==> src/rtl/gpio_pad_cond.sv <==
// GPIO pad conditioning: per-pin synchroniser, debouncer and edge interrupts on the
// input side, plus mode-decoded output enable / value on the drive side.
module gpio_pad_cond #(
  parameter int          NUM_PINS   = 2,
  parameter logic [15:0] DEB_CYCLES = 16'd1000
) (
  input  logic                clk,
  input  logic                rst,
  input  logic [31:0]         reg_ctrl_i,
  input  logic [31:0]         reg_data_i,
  input  logic [NUM_PINS-1:0] pad_i,
  output logic [NUM_PINS-1:0] pad_o,
  output logic [NUM_PINS-1:0] pad_oe_o,
  output logic [NUM_PINS-1:0] io_pin_o,
  input  logic [NUM_PINS-1:0] rise_en_i,
  input  logic [NUM_PINS-1:0] fall_en_i,
  input  logic [NUM_PINS-1:0] irq_clr_i,
  output logic [NUM_PINS-1:0] irq_pending_o,
  output logic                irq_o
);

  // A zero debounce length degenerates to a single-cycle acceptance.
  localparam logic [15:0] DEB_MAX = (DEB_CYCLES == 16'd0) ? 16'd0 : (DEB_CYCLES - 16'd1);

  logic [NUM_PINS-1:0] s1_r;
  logic [NUM_PINS-1:0] s2_r;
  logic [NUM_PINS-1:0] stable_r;
  logic [NUM_PINS-1:0] pending_r;
  logic [15:0]         cnt_r [NUM_PINS];

  logic [NUM_PINS-1:0] in_mode_s;
  logic [NUM_PINS-1:0] rise_s;
  logic [NUM_PINS-1:0] fall_s;
  logic [NUM_PINS-1:0] set_s;
  logic                unused_regs_s;

  assign unused_regs_s = ^{reg_ctrl_i, reg_data_i};

  // Mode decode: drive the pad only in output mode; reserved mode stays hi-Z.
  always_comb begin
    pad_o     = '0;
    pad_oe_o  = '0;
    in_mode_s = '0;
    for (int i = 0; i < NUM_PINS; i++) begin
      case (reg_ctrl_i[2*i +: 2])
        2'd1: begin
          pad_oe_o[i]  = 1'b1;
          pad_o[i]     = reg_data_i[i];
          in_mode_s[i] = 1'b0;
        end
        2'd2: begin
          pad_oe_o[i]  = 1'b0;
          pad_o[i]     = 1'b0;
          in_mode_s[i] = 1'b1;
        end
        default: begin
          pad_oe_o[i]  = 1'b0;
          pad_o[i]     = 1'b0;
          in_mode_s[i] = 1'b0;
        end
      endcase
    end
  end

  // Edge pulses coincide with the cycle the debounced level is accepted.
  always_comb begin
    rise_s = '0;
    fall_s = '0;
    set_s  = '0;
    for (int i = 0; i < NUM_PINS; i++) begin
      if ((s2_r[i] != stable_r[i]) && (cnt_r[i] == DEB_MAX)) begin
        rise_s[i] = s2_r[i];
        fall_s[i] = ~s2_r[i];
      end else begin
        rise_s[i] = 1'b0;
        fall_s[i] = 1'b0;
      end
      set_s[i] = in_mode_s[i] & ((rise_s[i] & rise_en_i[i]) | (fall_s[i] & fall_en_i[i]));
    end
  end

  // Synchroniser, debounce counters and sticky pending bits.
  always_ff @(posedge clk or negedge rst) begin
    if (!rst) begin
      s1_r      <= '0;
      s2_r      <= '0;
      stable_r  <= '0;
      pending_r <= '0;
      for (int i = 0; i < NUM_PINS; i++) begin
        cnt_r[i] <= 16'd0;
      end
    end else begin
      s1_r <= pad_i;
      s2_r <= s1_r;
      for (int i = 0; i < NUM_PINS; i++) begin
        if (s2_r[i] == stable_r[i]) begin
          cnt_r[i] <= 16'd0;
        end else if (cnt_r[i] == DEB_MAX) begin
          stable_r[i] <= s2_r[i];
          cnt_r[i]    <= 16'd0;
        end else begin
          cnt_r[i] <= cnt_r[i] + 16'd1;
        end
        // A new edge wins over a simultaneous clear strobe.
        if (set_s[i]) begin
          pending_r[i] <= 1'b1;
        end else if (irq_clr_i[i]) begin
          pending_r[i] <= 1'b0;
        end else begin
          pending_r[i] <= pending_r[i];
        end
      end
    end
  end

  assign io_pin_o      = stable_r;
  assign irq_pending_o = pending_r;
  assign irq_o         = |pending_r;

endmodule

==> config.mk <==
export PLATFORM = sky130hd
export DESIGN_NAME = gpio_pad_cond
export DESIGN_NICKNAME = d
export VERILOG_FILES = /design/src/rtl/gpio_pad_cond.sv
export SDC_FILE = /design/constraint.sdc
export NUM_CORES = 1
export LEC_CHECK = 0
export BUFFER_PORTS_ARGS = -buffer_cell sky130_fd_sc_hd__buf_2
export CORE_AREA = 3 3 67 69
export CTS_BUF_LIST = sky130_fd_sc_hd__clkbuf_4 sky130_fd_sc_hd__clkbuf_8
export DETAILED_ROUTE_END_ITERATION = 8
export DIE_AREA = 0 0 70 72
export GPL_TIMING_DRIVEN = 0
export PLACE_DENSITY = 0.86
export SYNTH_ARGS = -nofsm -noshare
export SYNTH_HDL_FRONTEND = slang
export SYNTH_SLANG_ARGS = --single-unit
==> constraint.sdc <==
create_clock -name clk -period 2.7 [get_ports clk]
set_input_delay 0.405 -clock clk [delete_from_list [all_inputs] [get_ports clk]]
set_output_delay 0.405 -clock clk [all_outputs]
set_load 0.005 [all_outputs]
==> Word level (Yosys, flattened, before mapping) <==
Index checks and enable logic that the tools add are counted.
W data, S select, Z words.
{ "totals": {"ff_bits": 40, "inputBits": 74, "output_inout_bits": 9, "wordCells": 57} }
{ "classes": {"addsub": 2, "eq_ne": 10, "muxes": 18, "n_bitwise": 12, "n_reduce_logical": 7} }
{ "op_table": {"columns": ["operator", "n"], "rows": [
  ["$mux W16", 4],
  ["$add A16 B1 Y16 const B", 2],
  ["$eq A16 B10 Y1 const B", 2],
  ["$mux W1", 14],
  ["$and A1 B1 Y1", 6],
  ["$eq A2 B1 Y1 const B", 2],
  ["$eq A2 B2 Y1 const B", 2],
  ["$not A1 Y1", 4],
  ["$reduce_and A2 Y1", 2],
  ["$reduce_bool A2 Y1", 2],
  ["$eq A1 B1 Y1", 2],
  ["$logic_and A1 B1 Y1", 2],
  ["$ne A1 B1 Y1", 2],
  ["$or A1 B1 Y1", 2],
  ["$reduce_or A2 Y1", 1]
]} }

==> Depth between registers and ports, before layout <==
Gate-level depths: netlist (run 1).
{ "logic_depth": {"word_depth": 7, "mapped_depth": 6, "mapped_depth_nobuf": 5} }

==> Worst setup path after synthesis (run 1) <==
Ideal clock, no wire load.
{ "synth_timing": {"kind": "reg-to-reg", "start": "reg cnt_r[16] in the netlist's numbering", "end": "reg stable_r[0] (netlist: io_pin_o[0])", "setup_time_ns": 0.125, "arrival_time_ns": 1.297, "required_ns": 2.575, "setup_slack_ns": 1.278, "stages_incl_launch_ff": 5, "path_buffers": 0, "synth_period_minus_slack_ns": 1.422, "cell_sequence": "dfrtp_1 ha_1 and4bb_2 nand4_2 mux2_2"} }
{ "synth_between": {"elab_chain_cells": 2} }
{ "synth_rtl": {"columns": ["item", "line", "source"], "rows": [
  ["from (decl)", "29", "logic [15:0] cnt_r [NUM_PINS];"],
  ["from (signal, indexed assignment)", "102", "cnt_r[i] <= cnt_r[i] + 16'd1;"],
  ["$eq A16 B10 Y1", "98", "end else if (cnt_r[i] == DEB_MAX) begin"],
  ["$reduce_and A2 Y1 (no line)", null, null],
  ["to (signal, indexed assignment)", "99", "stable_r[i] <= s2_r[i];"],
  ["to (decl)", "27", "logic [NUM_PINS-1:0] stable_r;"]
]} }
No other way between the ends.
A chain may end at the register's enable or synchronous reset.

==> Final worst setup path (run 1) <==
{ "layout_timing": {"start": "reg cnt_r[0] in the netlist's numbering", "end": "reg cnt_r[8] in the netlist's numbering"} }
{ "layout_between": {"elab_chain_cells": 3, "elab_cells_between_ends": 4, "classes_between": "1 x add/sub; 1 x eq/ne; 2 x mux"} }
{ "layout_rtl": {"columns": ["item", "line", "source"], "rows": [
  ["$add A16 B1 Y16 / $eq A16 B10 Y1 (equally long branches)", "102, 98", null],
  ["$mux W16 *", "98", null],
  ["$mux W16 *", "96", "if (s2_r[i] == stable_r[i]) begin"]
]} }
Every way passes the cells marked *; elsewhere a longest branch is shown, timed or not.

==> results of run 1 <==
==> layout by cell type, fill, tap and decap left out, types with 2 or more instances in the layout <==
cell type	synthesis	routed
nand3b_1	4	4
and3_1	4	4
nor3_1	7	7
xnor2_1	19	19
nand2_1	11	11
mux2_2	2	2
nand3_1	5	5
ha_1	2	2
dfrtp_1	40	40
and2_1	2	2
nor2_2	3	3
clkbuf_8	0	6
and4_1	4	4
xor2_1	11	11
nand3_2	2	2
nand4_1	7	7
o21ai_0	2	2
inv_1	5	5
nand4_2	3	3
buf_2	0	24
nor2_1	30	30
nor4_1	5	5
nand2_2	2	2
nor4_2	4	4
o22ai_1	2	2
nor2b_1	2	2
==> per-layer routing <==
layer / GRT usage [%] / up-vias / routed length, um / part of all wire (%)
li1: - / 699 / - / -
met5: 0 / - / 0 / 0
met2: 30.3 / 30 / 2150 / 55
met3: 3.88 / 6 / 112 / 2.9
met1: 18.8 / 731 / 1600 / 41
met4: 7.23 / 0 / 57 / 1.5
==> final timing paths <==
path,depth (start not counted),end,from,slack [ps]
setup / recovery,6,cnt_r[8],cnt_r[0],960
hold / removal,1,cnt_r[12],rst,220
setup reg to reg,6,cnt_r[8],cnt_r[0],960
hold reg to reg,0,s2_r[1],s1_r[1],340
max in group asynchronous,1,cnt_r[17],rst,1930
min in group clk,1,s1_r[1],pad_i[1],220
==> state kept, by name, summed over array words and instances (netlist names) <==
name,flops
s1_r,2
irq_pending_o,2
io_pin_o,2
cnt_r,32
s2_r,2
==> metrics by stage <==
stage	cell area (um2)	util [%]	hold slack [ps]	total power [uW]
after floorplan	1970	-	109	654
after global placement	2160	54.3	333	684
after detailed placement	2160	54.3	337	687
after CTS	2280	57.3	214	1200
after global routing	2280	57.3	209	1240
final	2280	57.3	216	1200
==> power by group <==
| group | internal [uW] | switching (uW) | leakage (uW) |
|---|---|---|---|
| registers | 609 | 10.7 | 0.000545 |
| clock network | 302 | 217 | 0.0000614 |
| logic | 22.9 | 33.0 | 0.000401 |
| total | 934 | 261 | 0.00101 |
==> worst max-delay path: stages (launching register included) <==
cell and delay (ps):
dfrtp_1 400, ha_1 300, and4_1 240, nand4_1 210, nand2_2 210, buf_4 200
nor2_1 60
==> cell type report <==
cell class / count / area [um2]
Clock buffer: 6 / 82.6
Timing Repair Buffer: 24 / 120
Multi-Input combinational cell: 137 / 935
Buffer: 2 / 18.8
Tap cell: 50 / 62.6
Clock inverter: 2 / 38.8
Sequential cell: 40 / 1000
Inverter: 5 / 18.8
Fill cell: 329 / 1690
==> logic make-up after synthesis <==
group | Yosys count | share of synthesized area [%]
simple gates | 99 | 30.5
xor+xnor | 30 | 13.3
mux | 2 | 1.14
fa+ha+maj | 2 | 1.27
flops | 40 | 50.7
compound gates | 4 | 1.14
buf+inv | 7 | 1.90
==> run metrics, run 1 <==
Final Critical Period=1740 ps; # DRC=0; final WL=3920 um; count of different cell masters after synthesis=30; Post-Syn Area per Cell=10.7 um2; Final Net Count=291; area leader, netlist=dfrtp_1; die span in y=72 um; Clock Sinks=40; Async S/R FF share, synth=100%; PnR worst setup slack=962 ps; CTS H-Tree Depth=2; Die Wd=70 um; dpl ws=993 ps; io pins=slightly above 80; Lkg Pwr=0.00101 uW; fmax=~580 MHz; initial drt markers=122; global placement routability congestion=0.806; final hold vios=0; # setup viols final=0; Worst Setup End Kind=register; total number of vias=1466; RSZ-0062 raised after global routing=false; Root Driver=clkbuf_8; global route total overflow=0; Ant. Diodes=0; mapped cell area=1970 um2; Synth Instances=184; Fin Clk Skew=9.58 ps; proportion of layout cells with a drive suffix above 1=25.0%; Starting Density=between 40% and 50%; Pwr Density=525 nW/um2; PortBufs=24; Ys Warns=0; Setup Buffers After CTS=0; Post-DP HPWL=2730 um; routed len/inst=14.7 um; synth cell count leaders=40 x dfrtp_1, 30 x nor2_1, 19 x xnor2_1; WP data required=2890 ps; fin crit share=64.4%; Fin Setup TNS=0 ps; worst slew pin tran=about 870 ps; TritonCTS clock tree=yes; ANT nets after route=0; Clock Pin Slew Worst Setup and Hold Paths=80 ps; Bufs on Longest Clock Path=2; Peak VDD IR=0.378 mV; top area cells in the synthesized netlist=dfrtp_1 51%, xnor2_1 8.4%, nor2_1 5.7%, xor2_1 4.9%, nor4_2 2.5%; Critical Path AT=1930 ps; via/cell ratio=between 5 and 6; drt first pass iters=4; count leader, synth=dfrtp_1; first-pass GRT wire length=6730 um; critical path class=register to register; Die Area=5040 um2; Post-synth EDFFs=0; synthesized flop and latch total=40; Tot GR Track Use=16.7%; fin. max-slew vios=0; Post-synth top flop=dfrtp_1; hold buffers post-CTS=0; Rows=23; outcome=finished clean; worst skew pair latency=300 ps; core box area=3970 um2; sequential area share after synthesis=approximately half; initial antenna violation count=0; Worst Hold Class=input port to async pin; Area growth, synth to finish=15.4%; TritonCTS buffer count=5; syn_nets=260; crit path max fanout=10; Post-Layout Cell Count=266; largest net degree at the start of global routing=41; Synth top area share=50.7%; dpl cells=258; max_slew headroom=41.8%; vias in the first global route=1522; Worst Setup Start Kind=register; MaxCap Viol Count=0; PostCTS Resize Cnt=0
(Power assumes the default switching activity.)
==> run 2: changes to the inputs <==
--- a/config.mk
+++ b/config.mk
@@ -6,12 +6,12 @@
 export NUM_CORES = 1
 export LEC_CHECK = 0
 export BUFFER_PORTS_ARGS = -buffer_cell sky130_fd_sc_hd__buf_2
-export CORE_AREA = 3 3 67 69
+export CORE_AREA = 3 3 68 70
 export CTS_BUF_LIST = sky130_fd_sc_hd__clkbuf_4 sky130_fd_sc_hd__clkbuf_8
 export DETAILED_ROUTE_END_ITERATION = 8
-export DIE_AREA = 0 0 70 72
+export DIE_AREA = 0 0 71 73
 export GPL_TIMING_DRIVEN = 0
-export PLACE_DENSITY = 0.86
+export PLACE_DENSITY = 0.84
 export SYNTH_ARGS = -nofsm -noshare
 export SYNTH_HDL_FRONTEND = slang
 export SYNTH_SLANG_ARGS = --single-unit
==> constraint.sdc (replaced) <==
create_clock -name clk -period 1.6 [get_ports clk]
set_input_delay 0.24 -clock clk [delete_from_list [all_inputs] [get_ports clk]]
set_output_delay 0.24 -clock clk [all_outputs]
set_load 0.005 [all_outputs]
==> run 2 against run 1 <==
Effect of this change: routed wire length up 1.4%; via count down 2.0%; design area up 1.0%; utilization down 0.23 points; highest routed layer unchanged.
==> run metrics, run 2 (same netlist as run 1, synthesis figures left out) <==
worst reg-to-reg path cell count=5; max_slew headroom=42.6%; RR Startpoint=cnt_r[12]; Root Driver=clkbuf_8; # DRC=0; Clock Power Share=35.6%; drt first pass iters=4; Critical Path AT=roughly 1700 ps; most frequent cells in the layout=39 x dfrtp_1, 30 x nor2_1, 24 x buf_2; Post-Layout Cell Count=about 270; Bufs on Longest Clock Path=2; total number of vias=1436; Post-DP HPWL=roughly 2700 um; worst slew pin tran=861 ps; final WL=between 3000 and 4000 um; ANT nets after route=0; max FFs per register=32; Cell Int Power=1390 uW; hold buffers post-CTS=0; outcome=finished clean; first-pass GRT wire length=6370 um; most common cell after layout, fill and taps aside=dfrtp_1; Die Area=just over 5000 um2; largest net degree at the start of global routing=41; Clock Pin Slew Worst Setup and Hold Paths=~70 ps; Lkg Pwr=a little over 0.001 uW; Sw Pwr=403 uW; routed len/inst=14.8 um; sw frac=22.5%; Critical Path Start=cnt_r[12]; # setup viols final=0; fin crit share=~97%; dpl cells=between 200 and 300; vias in the first global route=approximately 1500; WP data required=approximately 1800 ps; Clock Sinks=40; CTS H-Tree Depth=2; Tot GR Track Use=between 10% and 20%; proportion of layout cells with a drive suffix above 1=28.3%; Final Critical Period=1550 ps; Worst Setup End Kind=register; fillers=322; setup slack, reg-to-reg=50 ps; via/cell ratio=5.34; Reg with most FFs=cnt_r; Layout Utilization=approximately 57%; Worst Setup Start Kind=register; PortBufs=24; final hold vios=0; Area growth, synth to finish=16.6%; crit path to=cnt_r[14]; Fin Clk Skew=4.25 ps; hold slack=55.7 ps; die span in y=73 um; global route total overflow=0; Final Total Pwr=1790 uW; Peak VDD IR=0.571 mV; worst r2r dst=cnt_r[14]; Starting Density=a little under 50%; Ant. Diodes=0; fin. max-slew vios=0; Final Net Count=a little under 300; Pwr Density=779 nW/um2; worst skew pair latency=290 ps; TritonCTS clock tree=yes; Rows=23; Worst Hold Class=input port to async pin; fmax=around 650 MHz; initial drt markers=71; critical path class=register to register; MaxCap Viol Count=0; Fin Setup TNS=0 ps; TritonCTS buffer count=5; core box area=4030 um2; Comb power frac=5.9%; io pins=83; global placement routability congestion=0.844; Sequential Power Share=between 50% and 60%; initial antenna violation count=0; Die Wd=71 um; crit path max fanout=10
-- run 2: worst min path at each step --
stage / start / end / slack [ps] / depth (start not counted)
2_1_floorplan: rst / cnt_r[0] / -60 / 0
3_3_place_gp: s1_r[1] / s2_r[1] / 330 / 0
3_5_place_dp: pad_i[1] / s1_r[1] / 350 / 1
4_1_cts: pad_i[1] / s1_r[1] / 50 / 1
5_1_grt: pad_i[0] / s1_r[0] / 60 / 1
6_report: rst / cnt_r[15] / 60 / 1
-- run 2: through the flow --
stage,cell area [um2],worst slack [ps]
6_report,2300,50.8
5_1_grt,2300,-53.2
4_1_cts,2250,22.4
3_5_place_dp,2160,-109
3_3_place_gp,2160,-97.8
2_1_floorplan,1970,178
-- run 2: power groups by stage --
stage	clock, uW	sequential (uW)	combinational [uW]
final	638	1050	106
after CTS	648	1050	98.2
after global placement	0	1060	92.0
after global routing	687	1050	120
after detailed placement	0	1060	95.0
after floorplan	0	1060	43.0
-- run 2: layout make-up --
class / instances / area, um2 / area share, %
plain buffers: 2 / 18.8 / 0.816
well taps: 50 / 62.6 / 2.72
inverters: 5 / 18.8 / 0.816
flip-flops and latches: 40 / 1000 / 43.6
multi-input cells: 137 / 967 / 42.0
repair buffers: 28 / 150 / 6.53
clock inverters: 1 / 5.00 / 0.218
clock buffers: 6 / 76.3 / 3.32
-- run 2: repair_timing --
| item | CTS | global route |
|---|---|---|
| pin swaps | 1 | 2 |
| gates resized for setup | 1 | 6 |
| gates cloned | 0 | 0 |
| hold endpoints to repair | 0 | 0 |
| endpoints found under the setup margin | 11 | 23 |
| setup buffers | 2 | 2 |
-- run 2: critical path, cell delays in order, from the launching register on --
cell	delay, ps
dfrtp_1	440
nor4_2	340
nand4_1	260
nand2_2	150
buf_4	180
nor2_1	70
-- run 2: metal layers --
metal / share of wire, % / track usage, % / vias up
met1: 45 / 18.8 / 704
met5: 0 / 0 / -
met4: 0.78 / 4.80 / 0
li1: - / - / 707
met2: 52 / 26.8 / 20
met3: 2.9 / 3.86 / 5
==> run 3: changes to the inputs <==
--- a/config.mk
+++ b/config.mk
@@ -5,11 +5,12 @@
 export SDC_FILE = /design/constraint.sdc
 export NUM_CORES = 1
 export LEC_CHECK = 0
+export ABC_AREA = 1
 export BUFFER_PORTS_ARGS = -buffer_cell sky130_fd_sc_hd__buf_2
-export CORE_AREA = 3 3 68 70
+export CORE_AREA = 3 3 72 74
 export CTS_BUF_LIST = sky130_fd_sc_hd__clkbuf_4 sky130_fd_sc_hd__clkbuf_8
 export DETAILED_ROUTE_END_ITERATION = 8
-export DIE_AREA = 0 0 71 73
+export DIE_AREA = 0 0 75 77
 export GPL_TIMING_DRIVEN = 0
 export PLACE_DENSITY = 0.84
 export SYNTH_ARGS = -nofsm -noshare
==> run 3 against run 2 <==
Effect of this change: critical path depth grew 3; global-route usage grew 2.1 points; die area grew 11%; via count grew 40%; clock skew grew 3.8 ps; largest cell class is now multi-input gates; largest power group unchanged.
==> run metrics, run 3 <==
Tot GR Track Use=17.4%; syn_nets=399; Final Net Count=430; die span in y=~77 um; WP buf/inv=2; io pins=between 80 and 90; area leader, netlist=dfrtp_1; routed len/inst=10.9 um; Root Driver=clkbuf_8; Post-DP HPWL=3400 um; PortBufs=24; largest net degree at the start of global routing=41; PostCTS Resize Cnt=0; synthesized flop and latch total=40; fin. max-slew vios=0; # setup viols final=0; Critical Path AT=1620 ps; dpl ws=158 ps; post-route cell area=2560 um2; cell family with most CP delay=simple AND/OR/NAND/NOR gates; Lkg Pwr=0.00125 uW; global placement routability congestion=0.891; fillers=434; Area growth, synth to finish=11.9%; Post-synth EDFFs=0; RSZ-0062 raised after global routing=false; total number of vias=2015; Clock Pin Slew Worst Setup and Hold Paths=80 ps; crit path max fanout=9; Final Critical Period=1430 ps; RR Startpoint=cnt_r[16]; most common cell after layout, fill and taps aside=nand2_1; CTS H-Tree Depth=2; proportion of layout cells with a drive suffix above 1=approximately 18%; initial drt markers=59; count of different cell masters after synthesis=21; hold path startpoint=pad_i[1]; Pwr Density=approximately 700 nW/um2; ANT nets after route=0; max_slew headroom=42.3%; hold buffers post-CTS=0; Critical Path Start=cnt_r[16]; Die Wd=75 um; cell mode on critical path=nand2_2; count leader, synth=nand2_1; Synth top area share=between 40% and 50%; vias in the first global route=approximately 2000; via/cell ratio=4.94; sw frac=24.2%; first-pass GRT wire length=7980 um; worst slew pin tran=866 ps; # DRC=0; Worst Setup Start Kind=register; global route total overflow=0; TritonCTS buffer count=5; setup slack, reg-to-reg=170 ps; Cell Int Power=1360 uW; initial antenna violation count=0; Die Area=5780 um2; Post-Syn Area per Cell=between 7 and 8 um2; fmax=700 MHz; core box area=around 4700 um2; MaxCap Viol Count=0; most frequent cells in the layout=76 x nand2_1, 73 x nor2_1, 43 x inv_1; Synth Instances=323; Worst Hold Class=input port to register; PnR worst setup slack=between 150 and 200 ps; Worst Setup End Kind=register; Fin Clk Skew=8.07 ps; Fin Setup TNS=0 ps; TritonCTS clock tree=yes; top area cells in the synthesized netlist=dfrtp_1 44%, nand2_1 12%, nor2_1 12%, inv_1 7.1%, nand3_1 6.6%; Reg with most FFs=cnt_r; Ys Warns=0; max FFs per register=32; Comb power frac=5.9%; Rows=25; final WL=4440 um; CP max-delay cell=dfrtp_1; Sw Pwr=434 uW; worst skew pair latency=300 ps; Bufs on Longest Clock Path=2; WP data required=1790 ps; mapped cell area=about 2300 um2; outcome=finished clean; drt first pass iters=4; Peak VDD IR=0.613 mV; Sequential Power Share=58.0%; Clock Sinks=40; fin crit share=89.3%; sequential area share after synthesis=43.8%; Ant. Diodes=0; CP Cell Sequence=ha_1, nand2_2, inv_2, nand2_1, nor2_1, nand2_2, o21ai_1, inv_1; critical path class=register to register; Clock Power Share=36.1%; Post-synth top flop=dfrtp_1; Async S/R FF share, synth=100%; synth cell count leaders=76 x nand2_1, 73 x nor2_1, 43 x inv_1; largest stage delay on the critical path=370 ps; Setup Buffers After CTS=0; dpl cell area=2470 um2; final hold vios=0; Starting Density=49.0%
[run 3: area by class of cell]
type                    instances  area, um2  share of cell area [%]
well taps                      54       67.6                    2.64
clock inverters                 2       12.5                   0.489
flip-flops and latches         40       1000                    39.2
repair buffers                 24        120                    4.70
inverters                      50        188                    7.34
multi-input cells             233       1100                    43.0
clock buffers                   5       68.8                    2.69
[run 3: final timing paths]
kind / cells after the start / endpoint
worst min register to register: 0 / s2_r[1]
worst max register to register: 8 / io_pin_o[0]
max in group asynchronous: 1 / cnt_r[21]
worst min-delay path: 1 / s1_r[1]
min in group asynchronous: 1 / cnt_r[10]
worst max-delay path: 8 / io_pin_o[0]
[run 3: cells by family after synthesis]
logic type | share of synthesized area, %
and+or+nand+nor | 41.8
buffers and inverters | 8.21
DFF | 43.8
AOI/OAI and AO/OA | 3.18
xor gates and xnor gates | 1.92
adders and majority gates | 1.10
[run 3: power groups by stage]
stage / registers [uW] / logic, uW / clock network [uW]
finish: 1040 / 106 / 648
global route: 1040 / 124 / 708
floorplan: 1060 / 53.6 / 0
detailed placement: 1060 / 107 / 0
global placement: 1060 / 104 / 0
CTS: 1040 / 107 / 662
[run 3: metal layers]
layer / wire (um) / share of wire [%] / track usage [%] / up-vias
li1: - / - / - / 1053
met1: 1940 / 44 / 20.0 / 924
met2: 2280 / 51 / 30.1 / 27
met3: 128 / 2.9 / 4.06 / 11
met4: 93 / 2.1 / 7.30 / 0
met5: 0 / 0 / 0 / -
[run 3: through the flow]
step	hold WS [ps]	power (uW)	std cells	utilization (%)
6_report	43.6	1790	408	54.8
5_1_grt	32.1	1880	408	54.8
4_1_cts	37.1	1810	408	54.8
3_5_place_dp	338	1170	401	53.0
3_3_place_gp	339	1160	401	53.0
2_1_floorplan	-55.6	1110	323	-
[run 3: worst register-to-register path: cells and delay by family (launching register included)]
family | cells | cell delay (ps)
fa+ha+maj | 1 | 250
simple gates | 4 | 410
buf+inv | 2 | 120
compound gates | 1 | 170
flops | 1 | 370
